File: src/rtl/gb_out_stream_checker.sv
// Passive in-order comparator for the ILA and HLS arg_0 output streams of the Gaussian-blur wrapper.
// Each side is buffered separately; a pair is popped only when both FIFOs hold data.
module gb_stream_fifo #(
    parameter int DATA_W = 8,
    parameter int DEPTH  = 16,
    parameter int PTR_W  = 4
) (
    input  logic              clk_i,
    input  logic              rst_i,
    input  logic              push_i,
    input  logic              pop_i,
    input  logic [DATA_W-1:0] data_i,
    output logic [DATA_W-1:0] head_o,
    output logic [PTR_W:0]    level_o,
    output logic              drop_o
);
    logic [DATA_W-1:0] mem_q [DEPTH];
    logic [PTR_W-1:0]  wr_ptr_q, wr_ptr_d;
    logic [PTR_W-1:0]  rd_ptr_q, rd_ptr_d;
    logic [PTR_W:0]    level_q, level_d;
    logic              full;
    logic              accept;

    // A pop on the same edge frees the slot, so a push at full is still taken.
    assign full    = (level_q == (PTR_W+1)'(DEPTH));
    assign accept  = push_i && (!full || pop_i);
    assign drop_o  = push_i && full && !pop_i;
    assign head_o  = mem_q[rd_ptr_q];
    assign level_o = level_q;

    always_comb begin
        wr_ptr_d = wr_ptr_q;
        rd_ptr_d = rd_ptr_q;
        level_d  = level_q;
        if (accept) wr_ptr_d = wr_ptr_q + 1'b1;
        if (pop_i)  rd_ptr_d = rd_ptr_q + 1'b1;
        case ({accept, pop_i})
            2'b10:   level_d = level_q + 1'b1;
            2'b01:   level_d = level_q - 1'b1;
            default: level_d = level_q;
        endcase
    end

    always_ff @(posedge clk_i) begin
        if (rst_i) begin
            wr_ptr_q <= '0;
            rd_ptr_q <= '0;
            level_q  <= '0;
        end else begin
            wr_ptr_q <= wr_ptr_d;
            rd_ptr_q <= rd_ptr_d;
            level_q  <= level_d;
        end
    end

    always_ff @(posedge clk_i) begin
        if (accept) mem_q[wr_ptr_q] <= data_i;
    end
endmodule


File: config.mk
export PLATFORM = sky130hd
export DESIGN_NAME = gb_stream_fifo
export DESIGN_NICKNAME = d
export VERILOG_FILES = /design/src/rtl/gb_out_stream_checker.sv
export SDC_FILE = /design/constraint.sdc
export NUM_CORES = 1
export LEC_CHECK = 0
export BUFFER_PORTS_ARGS = -buffer_cell sky130_fd_sc_hd__buf_2
export CELL_PAD_IN_SITES_DETAIL_PLACEMENT = 1
export CELL_PAD_IN_SITES_GLOBAL_PLACEMENT = 1
export CORE_MARGIN = 2
export CORE_UTILIZATION = 45
export DETAILED_ROUTE_END_ITERATION = 12
export PLACE_DENSITY = 0.8
export SYNTH_ARGS = -nofsm -noshare
export SYNTH_HDL_FRONTEND = slang
export SYNTH_SLANG_ARGS = --single-unit
File: constraint.sdc
create_clock -name clk_i -period 3.26 [get_ports clk_i]
set_input_delay 0.489 -clock clk_i [delete_from_list [all_inputs] [get_ports clk_i]]
set_output_delay 0.489 -clock clk_i [all_outputs]
set_load 0.02 [all_outputs]
# Yosys cells after proc, flatten, opt, wreduce, memory -nomap -nowiden

Memories as Yosys holds them, arrays and structs flattened. A register that Yosys moved wholly into a read port is not among the register bits.
Cells that the tools add are included.

Bits in registers: 13
RAM bits: 128
Output and inout bits: 14
Word-level logic and storage cells: 23
Memories: 1

Memory list:

| name  | words | bits a word | read ports | clocked after memory_dff | wr ports | line | source |
|---|---|---|---|---|---|---|---|
| mem_q | 16    | 8           | 1          | 1                        | 1        | 17   | `logic [DATA_W-1:0] mem_q [DEPTH];` |

$add $sub $neg: 4
Equal/unequal tests: 3
Multiplexer cells: 5
Reductions and logical operators: 7

Operators by type and width:

| kind                                                                   | count |
|---|---|
| 5-bit case mux with 2 select lines                                     | 1 |
| 4-bit by 1-bit adder with 4-bit output (second input constant)         | 2 |
| 4-bit two-way mux                                                      | 2 |
| 5-bit by 1-bit adder with 5-bit output (second input constant)         | 1 |
| 5-bit equality test (second input constant)                            | 1 |
| 5-bit by 1-bit subtractor with 5-bit output (second input constant)    | 1 |
| 1-bit logical AND                                                      | 3 |
| 2-bit by 1-bit equality test with 1-bit output (second input constant) | 1 |
| 2-bit equality test (second input constant)                            | 1 |
| 1-bit logical NOT                                                      | 2 |
| 1-bit two-way mux                                                      | 2 |
| 2-bit nonzero test                                                     | 1 |
| 1-bit logical OR                                                       | 1 |

# Longest topological paths before layout

Word-level depth: 6
Gate-level depth with buffers: 7
Depth with buffers taken out: 6

# Least setup slack after synthesis

No wires, ideal clock.

Path kind: register to output
From: register (tool-made name)
To: output head_o[5]
Arrival: 1.547 ns
Required time: 2.771 ns
Path slack: 1.224 ns
Stages on the path, launching flop included: 6
Path through: dfxtp_1 > buf_2 > buf_2 > mux4_2 > a22oi_1 > nand2_1

RTL lines:

| item          | line | source |
|---|---|---|
| end, declared | 13   | `output logic [DATA_W-1:0] head_o,` |

==> results.txt <==
MaxCap Viol Count: 0
Post-route cell area: 6590 um^2
Startpoint types: register
Seq/Total Area, Yosys: 72.8%
GRT Util Overall: 18.8%
Diode count: 0
Post-CTS Setup Bufs: 0
Crit path buf inv count: 2
Worst reg2reg endpoint: mem_q[8][3]
Most common library cells after synthesis: edfxtp_1 (128), mux4_2 (32), and2_1 (18), dfxtp_1 (17), a22oi_1 (16)
Port Buffers: 25
Final setup violation count: 0
Post-DP Area: 6060 um^2
Cell class contributing the biggest share of worst-path delay: flip-flops
Worst slew pin tran: 0.742 ns
Netlist Area Pre-Place: 5750 um^2
Avg Cell Area, Syn: 19.2 um^2
Max Slew Vio Count: 0
Area of the multi-input gates: 1490 um^2
Die height: 117 um
CTS root buf: clkbuf_16
Yosys warning total: 0
#FFs+latches synth: 145
Drt wl/cell: 22.5 um
Initial DRC Count: 232
Nets@finish: 351
Peak VDD IR: 365 uV
Worst Hold Slack: 0.429 ns
Post-CTS Resized: 0
WHS Path Cells: 2
Status: finished, final reports clean
FP Rows: 41
Starting Density: 45.7%
Worst-Skew Late Latency: 0.41 ns
Fmax: 347 MHz
Via count: 2870
Core Box Area: 12600 um^2
Crit-path max FO: 16
TritonCTS Sinks: 145
Leading area contributor after synthesis: edfxtp_1
Number of global-route vias before repair: 3138
Post-route minimum period: 2.88 ns
CP Capture Type: output pin
Distinct cells, synth: 37
Total Routed Length: 11.6 mm
Crit-path max cell delay: 0.70 ns
Num CTS Buffers: 17
Post-Layout Cell Count: 515
Cells after Synth: 299
Reg2Reg Depth: 4
Share of cells above drive strength 1: 27.7%
Filler cells: 1143
Via-to-Cell Ratio: 5.57
CP cell instances: buf_12 -> mux4_2 -> a22oi_1 -> nand2_1 -> buf_2
Reg area: 4190 um^2
R2r setup slk: 0.98 ns
Top post-synthesis cells by area: edfxtp_1 (67%), mux4_2 (13%), dfxtp_1 (5.9%), a22oi_1 (2.1%), and2_1 (2.0%)
Die area: 13700 um^2
Routability cong.: 0.718
Post-DP HPWL: 7.37 mm
Placed Cells: 486
Worst-case clock buffer depth: 2
Slew HR: 50.4%
Post-CTS Hold Fix Bufs: 0
Skew final: 0.00600 ns
Antenna-violating nets left: 0
First-pass GRT wire length: 18.0 mm
Syn nets: 317
Fin Setup TNS: 0 ns
PnR worst setup slack: 0.378 ns
Async S/R FF share, synth: 0%
Initial antenna violation count: 0
Hold Fails Final Rpt: 0
TritonRoute pass-1 iters: 4
I/O pins: 26
Chip Width: 117 um
Worst hold start: rst_i
Reg clk slew, reported paths: 0.05 ns
Count leader, synth: edfxtp_1
GR Overflow Total: 0
Post-synth EDFFs: 128
Hold crit path type: in -> reg
Setup WS pre-CTS: 0.750 ns
End of the worst hold path: wr_ptr_q[2]
Leak Pwr: 2.18 nW
Period utilization: 88.4%
FF-to-FF Start: level_o[2]
WP data required: 2.77 ns
WP data arrival: 2.39 ns
RSZ-0062 raised after global routing: no
Area share of the largest cell type after synthesis: 66.9%
Power Dens Cells: 639 nW/um^2
Setup Crit Path Kind: reg -> out
Largest net degree at the start of global routing: 33
CP max-delay cell: dfxtp_2
Top FF cell, synth: edfxtp_1
Layout overhead on the synthesized area: 14.6%
CTS tree: yes
Htree depth: 4
Drt drc: 0
[worst max-delay path by stage]
stage,from,endpoint,cells after the start
6_report,register,head_o[5],5
5_1_grt,register,head_o[5],5
4_1_cts,register,head_o[5],5
3_5_place_dp,register,head_o[3],5
3_3_place_gp,register,head_o[7],5
2_1_floorplan,register,head_o[5],5
[per-stage QoR]
| stage | total power [mW] | util [%] |
|---|---|---|
| 2_1_floorplan | 2.36 | - |
| 3_3_place_gp | 2.46 | 48.2 |
| 3_5_place_dp | 2.47 | 48.2 |
| 4_1_cts | 4.24 | 52.4 |
| 5_1_grt | 4.33 | 52.4 |
| 6_report | 4.21 | 52.4 |
[worst reg2reg max path, delay by kind of cell (launching register included)]
family,cells,cell delay (ns)
simple gates,4,1.50
flops,1,0.42
[where the power goes]
group	total (mW)	switching, mW	internal, mW
logic	0.335	0.184	0.151
registers	2.09	0.0342	2.06
clock network	1.78	0.686	1.10
[registers in the layout, summed over array words and instances (netlist names), named ones only]
register  flops
rd_ptr_q      4
wr_ptr_q      4
mem_q       128
level_o       5
[cell usage in the layout, fill, tap and decap left out, types with 2 or more instances in the layout]
| cell type | count |
|---|---|
| nor2b_1 | 4 |
| nand2_1 | 11 |
| mux2_4 | 2 |
| mux4_2 | 32 |
| xnor2_1 | 4 |
| clkbuf_16 | 17 |
| clkbuf_1 | 2 |
| a21oi_2 | 2 |
| inv_1 | 2 |
| buf_2 | 25 |
| or3_1 | 4 |
| dfxtp_1 | 16 |
| nand4_1 | 2 |
| mux2i_1 | 3 |
| and2_1 | 18 |
| o211ai_1 | 2 |
| xor2_1 | 5 |
| bufinv_16 | 2 |
| a22oi_1 | 16 |
| edfxtp_1 | 128 |
| clkinv_2 | 5 |
| buf_4 | 2 |
| clkinv_1 | 3 |
| ha_1 | 6 |
| nor2_1 | 15 |
[layout make-up]
class / count / area share [%]
sequential: 145 / 63.5
multi-input combinational: 139 / 22.6
clock buffer: 19 / 6.57
tap: 172 / 3.27
timing repair buffer: 28 / 2.43
clock inverter: 10 / 1.46
inverter: 2 / 0.114
[cell families (layout without fill, tap and decap cells)]
group | Yosys count | count (layout) | synth area share [%]
buffers and inverters | 15 | 59 | 1.33
AND/OR/NAND/NOR | 64 | 64 | 6.25
XOR/XNOR | 9 | 9 | 1.37
adder cells (fa/ha/maj) | 6 | 6 | 1.31
multiplexers | 37 | 37 | 13.6
AO/OA/AOI/OAI | 23 | 23 | 3.40
flip-flops | 145 | 145 | 72.8
[metal layers]
layer	track usage (%)	vias to the layer above	part of all wire [%]
met2	30.5	90	50
met5	0	-	0
met4	9.41	0	3.0
met3	6.39	27	6.3
met1	22.6	1492	41
li1	-	1261	-
Power figures use the tool's default switching activity.
